===== config.mk =====
export PLATFORM = sky130hd
export DESIGN_NAME = tone_player_flat
export DESIGN_NICKNAME = d
export VERILOG_FILES = /design/src/rtl/tone_player_if.sv /design/src/rtl/tone_player.sv /design/src/flat_wrapper.sv
export SDC_FILE = /design/constraint.sdc
export NUM_CORES = 1
export LEC_CHECK = 0
export BUFFER_PORTS_ARGS = -buffer_cell sky130_fd_sc_hd__buf_2
export CORE_MARGIN = 5
export CORE_UTILIZATION = 45
export DETAILED_ROUTE_END_ITERATION = 12
export MAX_ROUTING_LAYER = met4
export REMOVE_ABC_BUFFERS = 1
export SETUP_SLACK_MARGIN = 0.15
export SYNTH_ARGS = -nofsm -noshare
export SYNTH_HDL_FRONTEND = slang
export SYNTH_SLANG_ARGS = --single-unit

===== constraint.sdc =====
create_clock -name sys_clk -period 6.53 [get_ports sys_clk]
set_input_delay 1.306 -clock sys_clk [delete_from_list [all_inputs] [get_ports sys_clk]]
set_output_delay 1.306 -clock sys_clk [all_outputs]
set_load 0.01 [all_outputs]

===== src/rtl/tone_player_if.sv =====
// Note command channel for tone_player: valid/ready handshake carrying tone, octave and duration.
// The source holds every field stable while note_valid is high and note_ready is low.
interface tone_player_if #(
  parameter int DUR_W = 10
) ();
  logic             note_valid;
  logic             note_ready;
  logic [3:0]       note_tone;
  logic [1:0]       note_oct;
  logic [DUR_W-1:0] note_dur;

  modport master (
    output note_valid,
    output note_tone,
    output note_oct,
    output note_dur,
    input  note_ready
  );

  modport slave (
    input  note_valid,
    input  note_tone,
    input  note_oct,
    input  note_dur,
    output note_ready
  );
endinterface


===== src/rtl/tone_player.sv =====
// Square-wave note player: one-entry command slot, PLAY for dur ticks, silent GAP, then a done pulse.
// PLAY starts one cycle after accept when idle; a full slot holds note_ready low until the next pop.
module tone_player #(
  parameter int CLK_HZ    = 100000000,
  parameter int TICK_HZ   = 1000,
  parameter int DUR_W     = 10,
  parameter int GAP_TICKS = 10,
  parameter int HP_W      = 24
) (
  input  logic         sys_clk,
  input  logic         reset,
  tone_player_if.slave note_if,
  input  logic         stop,
  output logic         busy,
  output logic         done,
  output logic         Out
);

  localparam int TICK_DIV = CLK_HZ / TICK_HZ;
  localparam int TK_W     = (TICK_DIV > 1) ? $clog2(TICK_DIV) : 1;
  localparam int GAP_W    = (GAP_TICKS > 1) ? $clog2(GAP_TICKS + 1) : 1;
  localparam int CNT_W    = (DUR_W > GAP_W) ? DUR_W : GAP_W;

  localparam logic [TK_W-1:0]  TICK_LAST = TK_W'(TICK_DIV - 1);
  localparam logic [CNT_W-1:0] GAP_LOAD  = CNT_W'(GAP_TICKS);
  localparam logic [CNT_W-1:0] CNT_ONE   = CNT_W'(1);

  typedef enum logic [1:0] {
    IDLE,
    PLAY,
    GAP
  } state_t;

  // Octave-4 half periods in clock cycles; all divisions fold to constants.
  function automatic logic [HP_W-1:0] hp_base(input logic [3:0] t);
    case (t)
      4'd0:    hp_base = HP_W'(CLK_HZ / (2 * 261));
      4'd1:    hp_base = HP_W'(CLK_HZ / (2 * 277));
      4'd2:    hp_base = HP_W'(CLK_HZ / (2 * 293));
      4'd3:    hp_base = HP_W'(CLK_HZ / (2 * 311));
      4'd4:    hp_base = HP_W'(CLK_HZ / (2 * 329));
      4'd5:    hp_base = HP_W'(CLK_HZ / (2 * 349));
      4'd6:    hp_base = HP_W'(CLK_HZ / (2 * 370));
      4'd7:    hp_base = HP_W'(CLK_HZ / (2 * 392));
      4'd8:    hp_base = HP_W'(CLK_HZ / (2 * 415));
      4'd9:    hp_base = HP_W'(CLK_HZ / (2 * 440));
      4'd10:   hp_base = HP_W'(CLK_HZ / (2 * 466));
      4'd11:   hp_base = HP_W'(CLK_HZ / (2 * 494));
      default: hp_base = '0;
    endcase
  endfunction

  state_t           state_q, state_d;
  logic             slot_full_q, slot_full_d;
  logic [3:0]       slot_tone_q, slot_tone_d;
  logic [1:0]       slot_oct_q, slot_oct_d;
  logic [DUR_W-1:0] slot_dur_q, slot_dur_d;
  logic [HP_W-1:0]  hp_q, hp_d;
  logic [HP_W-1:0]  hp_cnt_q, hp_cnt_d;
  logic [TK_W-1:0]  tick_q, tick_d;
  logic [CNT_W-1:0] cnt_q, cnt_d;
  logic             rest_q, rest_d;
  logic             out_q, out_d;
  logic             done_q, done_d;
  logic             busy_q, busy_d;
  logic             ready_q, ready_d;

  logic             accept;
  logic             start;
  logic             finish;
  logic             tick_wrap;
  logic [HP_W-1:0]  base_hp;
  logic [HP_W-1:0]  slot_hp;

  always_comb begin
    base_hp = hp_base(slot_tone_q);
    case (slot_oct_q)
      2'd0:    slot_hp = base_hp << 1;
      2'd1:    slot_hp = base_hp;
      2'd2:    slot_hp = base_hp >> 1;
      default: slot_hp = base_hp >> 2;
    endcase
  end

  always_comb begin
    state_d     = state_q;
    slot_full_d = slot_full_q;
    slot_tone_d = slot_tone_q;
    slot_oct_d  = slot_oct_q;
    slot_dur_d  = slot_dur_q;
    hp_d        = hp_q;
    hp_cnt_d    = hp_cnt_q;
    tick_d      = tick_q;
    cnt_d       = cnt_q;
    rest_d      = rest_q;
    out_d       = out_q;
    done_d      = 1'b0;
    start       = 1'b0;
    finish      = 1'b0;
    accept      = note_if.note_valid & ready_q & ~stop;
    tick_wrap   = (tick_q == TICK_LAST);

    case (state_q)
      IDLE: begin
        if (slot_full_q) start = 1'b1;
      end
      PLAY: begin
        if (cnt_q == '0) begin
          // Zero-length note: report completion immediately, no gap.
          state_d = IDLE;
          done_d  = 1'b1;
        end else begin
          tick_d = tick_wrap ? '0 : tick_q + 1'b1;
          if (hp_cnt_q == '0) begin
            hp_cnt_d = hp_q - 1'b1;
            if (!rest_q) out_d = ~out_q;
          end else begin
            hp_cnt_d = hp_cnt_q - 1'b1;
          end
          if (tick_wrap) begin
            cnt_d = cnt_q - 1'b1;
            if (cnt_q == CNT_ONE) begin
              out_d = 1'b0;
              if (GAP_TICKS == 0) begin
                finish = 1'b1;
              end else begin
                state_d = GAP;
                cnt_d   = GAP_LOAD;
              end
            end
          end
        end
      end
      GAP: begin
        tick_d = tick_wrap ? '0 : tick_q + 1'b1;
        if (tick_wrap) begin
          cnt_d = cnt_q - 1'b1;
          if (cnt_q == CNT_ONE) finish = 1'b1;
        end
      end
      default: state_d = IDLE;
    endcase

    // A finished note chains straight into the pending one, avoiding an IDLE bubble.
    if (finish) begin
      done_d = 1'b1;
      if (slot_full_q) start = 1'b1;
      else state_d = IDLE;
    end

    if (start) begin
      state_d  = PLAY;
      hp_d     = slot_hp;
      hp_cnt_d = slot_hp - 1'b1;
      tick_d   = '0;
      cnt_d    = CNT_W'(slot_dur_q);
      rest_d   = (slot_tone_q >= 4'd12);
      out_d    = 1'b0;
    end

    if (start) slot_full_d = 1'b0;
    if (accept) begin
      slot_full_d = 1'b1;
      slot_tone_d = note_if.note_tone;
      slot_oct_d  = note_if.note_oct;
      slot_dur_d  = note_if.note_dur;
    end

    if (stop) begin
      state_d     = IDLE;
      slot_full_d = 1'b0;
      out_d       = 1'b0;
      done_d      = 1'b0;
      hp_cnt_d    = '0;
      tick_d      = '0;
      cnt_d       = '0;
    end

    ready_d = ~slot_full_d & ~stop;
    busy_d  = (state_d != IDLE);
  end

  always_ff @(posedge sys_clk or negedge reset) begin
    if (!reset) begin
      state_q     <= IDLE;
      slot_full_q <= 1'b0;
      slot_tone_q <= '0;
      slot_oct_q  <= '0;
      slot_dur_q  <= '0;
      hp_q        <= '0;
      hp_cnt_q    <= '0;
      tick_q      <= '0;
      cnt_q       <= '0;
      rest_q      <= 1'b0;
      out_q       <= 1'b0;
      done_q      <= 1'b0;
      busy_q      <= 1'b0;
      ready_q     <= 1'b1;
    end else begin
      state_q     <= state_d;
      slot_full_q <= slot_full_d;
      slot_tone_q <= slot_tone_d;
      slot_oct_q  <= slot_oct_d;
      slot_dur_q  <= slot_dur_d;
      hp_q        <= hp_d;
      hp_cnt_q    <= hp_cnt_d;
      tick_q      <= tick_d;
      cnt_q       <= cnt_d;
      rest_q      <= rest_d;
      out_q       <= out_d;
      done_q      <= done_d;
      busy_q      <= busy_d;
      ready_q     <= ready_d;
    end
  end

  assign note_if.note_ready = ready_q;
  assign busy               = busy_q;
  assign done               = done_q;
  assign Out                = out_q;

endmodule


===== src/flat_wrapper.sv =====
// flat-port wrapper written by rule: the top's interface ports become plain ports
module tone_player_flat 
#(
  parameter int CLK_HZ    = 100000000,
  parameter int TICK_HZ   = 1000,
  parameter int DUR_W     = 10,
  parameter int GAP_TICKS = 10,
  parameter int HP_W      = 24
)
  (sys_clk, reset, stop, busy, done, Out, note_if_note_valid, note_if_note_tone, note_if_note_oct, note_if_note_dur, note_if_note_ready);
  tone_player_if #(.DUR_W(DUR_W)) note_if_i ();
  input  logic sys_clk;
  input  logic reset;
  input  logic stop;
  output logic busy;
  output logic done;
  output logic Out;
  input wire logic [$bits(note_if_i.note_valid)-1:0] note_if_note_valid;
  input wire logic [$bits(note_if_i.note_tone)-1:0] note_if_note_tone;
  input wire logic [$bits(note_if_i.note_oct)-1:0] note_if_note_oct;
  input wire logic [$bits(note_if_i.note_dur)-1:0] note_if_note_dur;
  output wire logic [$bits(note_if_i.note_ready)-1:0] note_if_note_ready;
  assign note_if_i.note_valid = note_if_note_valid;
  assign note_if_i.note_tone = note_if_note_tone;
  assign note_if_i.note_oct = note_if_note_oct;
  assign note_if_i.note_dur = note_if_note_dur;
  assign note_if_note_ready = note_if_i.note_ready;
  tone_player #(.CLK_HZ(CLK_HZ), .TICK_HZ(TICK_HZ), .DUR_W(DUR_W), .GAP_TICKS(GAP_TICKS), .HP_W(HP_W)) u_core (.sys_clk(sys_clk), .reset(reset), .note_if(note_if_i), .stop(stop), .busy(busy), .done(done), .Out(Out));
endmodule

==> flow_metrics.env <==
export IMPL_numCtsBuffers=9
export IMPL_hold_end="u_core.tick_q[1]"
export IMPL_cts_num_sinks=94
export IMPL_pwr_share_comb=0.560
export IMPL_start_util=0.4583
export IMPL_crit_type="reg2reg"
export IMPL_synth_edf_count=0
export IMPL_crit_chain="inv_1 -> ha_1 -> nand2b_1 -> a211o_1 -> a2111oi_1 -> a41o_1 -> o211ai_1 -> o311a_1 -> a221o_1"
export IMPL_hold_class="reg2reg"
export IMPL_intPower_mw=1.697
export IMPL_critPathMaxStageDelay_ns=0.83
export IMPL_worst_path_max_delay_cell="a2111oi_1"
export IMPL_ir_worst_vdd_uv=195.2
export IMPL_synth_avg_cell_area_um2=8.596
export IMPL_switching_power_mw=1.488
export IMPL_whs_path_depth=2
export IMPL_tightest_slew_ns=1.036
export IMPL_utilization=0.4959
export IMPL_place_congestion=0.9802
export IMPL_fin_skew_ns=0.008093
export IMPL_hold_buffers=0
export IMPL_r2r_end="u_core.hp_cnt_q[17]"
export IMPL_die_h_um=128.9
export IMPL_grt_max_degree=56
export IMPL_synth_top_flop_cell="dfrtp_1"
export IMPL_syn_inst=740
export IMPL_drive_above_1_share=0.1221
export IMPL_seqCellArea_um2=2354
export IMPL_cts_buffer_depth=2
export IMPL_min_period_ns=4.563
export IMPL_synth_largest_area_cell="dfrtp_1"
export IMPL_synthArstFlopShare=1.000
export IMPL_setup_viol=0
export IMPL_hold_violations=0
export IMPL_cp_data_required_time_ns=6.77
export IMPL_crit_path_end_kind="flip-flop"
export IMPL_io_pins=24
export IMPL_run_status="completed"
export IMPL_core_um2=13880
export IMPL_die_w_um=128.9
export IMPL_first_iter_violations=446
export IMPL_dp_hpwl_um=12530
export IMPL_synth_common_cells="dfrtp_1, nor2_1, nand2_1, a21oi_1, o21ai_0"
export IMPL_antenna_found_initial=0
export IMPL_yosysTopAreaCellShare=0.3659
export IMPL_yosysSeqAreaShare=0.3700
export IMPL_cts_resized=0
export IMPL_root_buffer="clkbuf_16"
export IMPL_gr_total_overflow=0
export IMPL_hp_start="u_core.tick_q[1]"
export IMPL_grt_pass1_wl_um=29610
export IMPL_p_clk_frac=0.156
export IMPL_max_slew_margin_rel=0.3071
export IMPL_ys_types=82
export IMPL_area_growth_syn_to_layout_pct=8.202
export IMPL_period_share=0.6987
export IMPL_wl_per_cell_um=19.32
export IMPL_fill_cells=1374
export IMPL_leakage_nw=2.896
export IMPL_track_usage=0.2279
export IMPL_drc_errors=0
export IMPL_drt_total_wl_um=17870
export IMPL_drtPass1Iterations=5
export IMPL_seqPwrFrac=0.284
export IMPL_multi_input_area_um2=3784
export IMPL_via_count=5856
export IMPL_critPathArrivalTime_ns=4.80
export IMPL_start_kind="flip-flop"
export IMPL_synthTopCellsByArea="dfrtp_1, nor2_1, a21oi_1"
export IMPL_postRouteAntennaNets=0
export IMPL_avgViaCountPerCell=6.331
export IMPL_worst_path_max_fanout=23
export IMPL_finalSetupTns_ns=0
export IMPL_io_buffers=23
export IMPL_r2r_cells=9
export IMPL_total_power_mw=3.185
export IMPL_maxSlewViolCount=0
export IMPL_power_density_nw_per_um2=462.8
export IMPL_cts_max_level=3
export IMPL_reg2reg_setup_slack_ns=1.97
export IMPL_synth_seq_cells=94
export IMPL_rsz0062_at_grt="no"
export IMPL_synth_warnings=0
export IMPL_maxCapViolations=0
export IMPL_path_clk_slew_ns=0.07
export IMPL_r2r_start="u_core.slot_tone_q[0]"
export IMPL_swShare=0.4673
export IMPL_antenna_cells=0
export IMPL_final_nets=772
export IMPL_synthMostInstantiatedCell="dfrtp_1"
export IMPL_die_area_um2=16610
export IMPL_syn_area_um2=6361
export IMPL_insertion_delay_ns=0.35
export IMPL_cts_tree="yes"
export IMPL_fmax_mhz=219.2
export IMPL_row_count=43
export IMPL_post_cts_setup_buffers=0
export IMPL_grt_pass1_vias=5891
-- final cells by class --
type / count / area share
clock buffer: 11 / 0.03381
timing repair buffer: 35 / 0.03018
sequential: 94 / 0.3419
inverter: 12 / 0.006544
tap: 180 / 0.03272
multi-input combinational: 588 / 0.5497
clock inverter: 5 / 0.005090
-- layer usage --
metal  share of wire  up-vias  routed length, um  GRT usage
met5               0        -                  0          -
met4           0.031        0                549     0.1056
met2            0.49      154               8695     0.3701
met1            0.45     2888               7982     0.2846
li1                -     2779                  -          -
met3           0.036       35                647    0.02615
-- layout by cell type (no fill, tap or decap), types with 14 or more instances in the layout --
cell type and instances:
a21oi_1 53, buf_2 22, dfrtp_1 93, mux2_2 18
nand2_1 70, nand3_1 23, nor2_1 73, nor2b_1 14
nor3_1 25, o21ai_0 44
-- critical path: cells and delay by family, from the launching register on --
family,cells,cell delay (ns)
buf+inv,1,0.23
simple gates,1,0.15
compound gates,6,2.75
fa+ha+maj,1,0.55
flops,1,0.76
-- flip-flops by register name, indices dropped and copies added, names as in the netlist, 2 cells and up --
name and flops:
u_core.hp_cnt_q 24, u_core.slot_oct_q 2, u_core.slot_tone_q 4, u_core.cnt_q 10, u_core.tick_q 17, u_core.slot_dur_q 10
u_core.hp_q 19, u_core.state_q 2
-- power groups by stage --
stage / logic (mW) / registers [mW] / clock network (mW)
final: 1.78 / 0.904 / 0.496
after global routing: 1.95 / 0.925 / 0.534
after CTS: 1.75 / 0.900 / 0.510
after detailed placement: 1.75 / 0.909 / 0
after global placement: 1.72 / 0.903 / 0
after floorplan: 1.29 / 0.896 / 0
-- worst max-delay path by stage --
| stage | start | end | slack, ns |
|---|---|---|---|
| 6_report | u_core.slot_tone_q[0] | u_core.hp_cnt_q[17] | 1.97 |
| 4_1_cts | u_core.slot_tone_q[0] | u_core.hp_cnt_q[13] | 2.03 |
| 3_5_place_dp | u_core.slot_tone_q[0] | u_core.hp_cnt_q[13] | 2.05 |
| 5_1_grt | u_core.slot_tone_q[0] | u_core.hp_cnt_q[13] | 1.76 |
| 2_1_floorplan | u_core.tick_q[5] | u_core.hp_cnt_q[22] | 2.17 |
| 3_3_place_gp | u_core.slot_tone_q[0] | u_core.hp_cnt_q[13] | 2.23 |
-- metrics by stage --
step / worst slack (ns) / std cells / hold WS [ns] / instance area, um2
floorplan: 2.166 / 694 / 0.4458 / 6175
global placement: 2.233 / 909 / 0.4667 / 6615
detailed placement: 2.054 / 909 / 0.4738 / 6615
CTS: 2.029 / 925 / 0.4902 / 6883
global route: 1.764 / 925 / 0.5178 / 6883
finish: 1.967 / 925 / 0.4985 / 6883
-- cells by family after synthesis --
kind of cell | Yosys count | synth area share
buf+inv | 58 | 0.03639
flops | 94 | 0.3700
xor+xnor | 22 | 0.03029
compound gates | 240 | 0.2628
mux | 23 | 0.03973
fa+ha+maj | 12 | 0.02360
simple gates | 291 | 0.2372
Note: power is estimated with default switching activity, not from simulation.
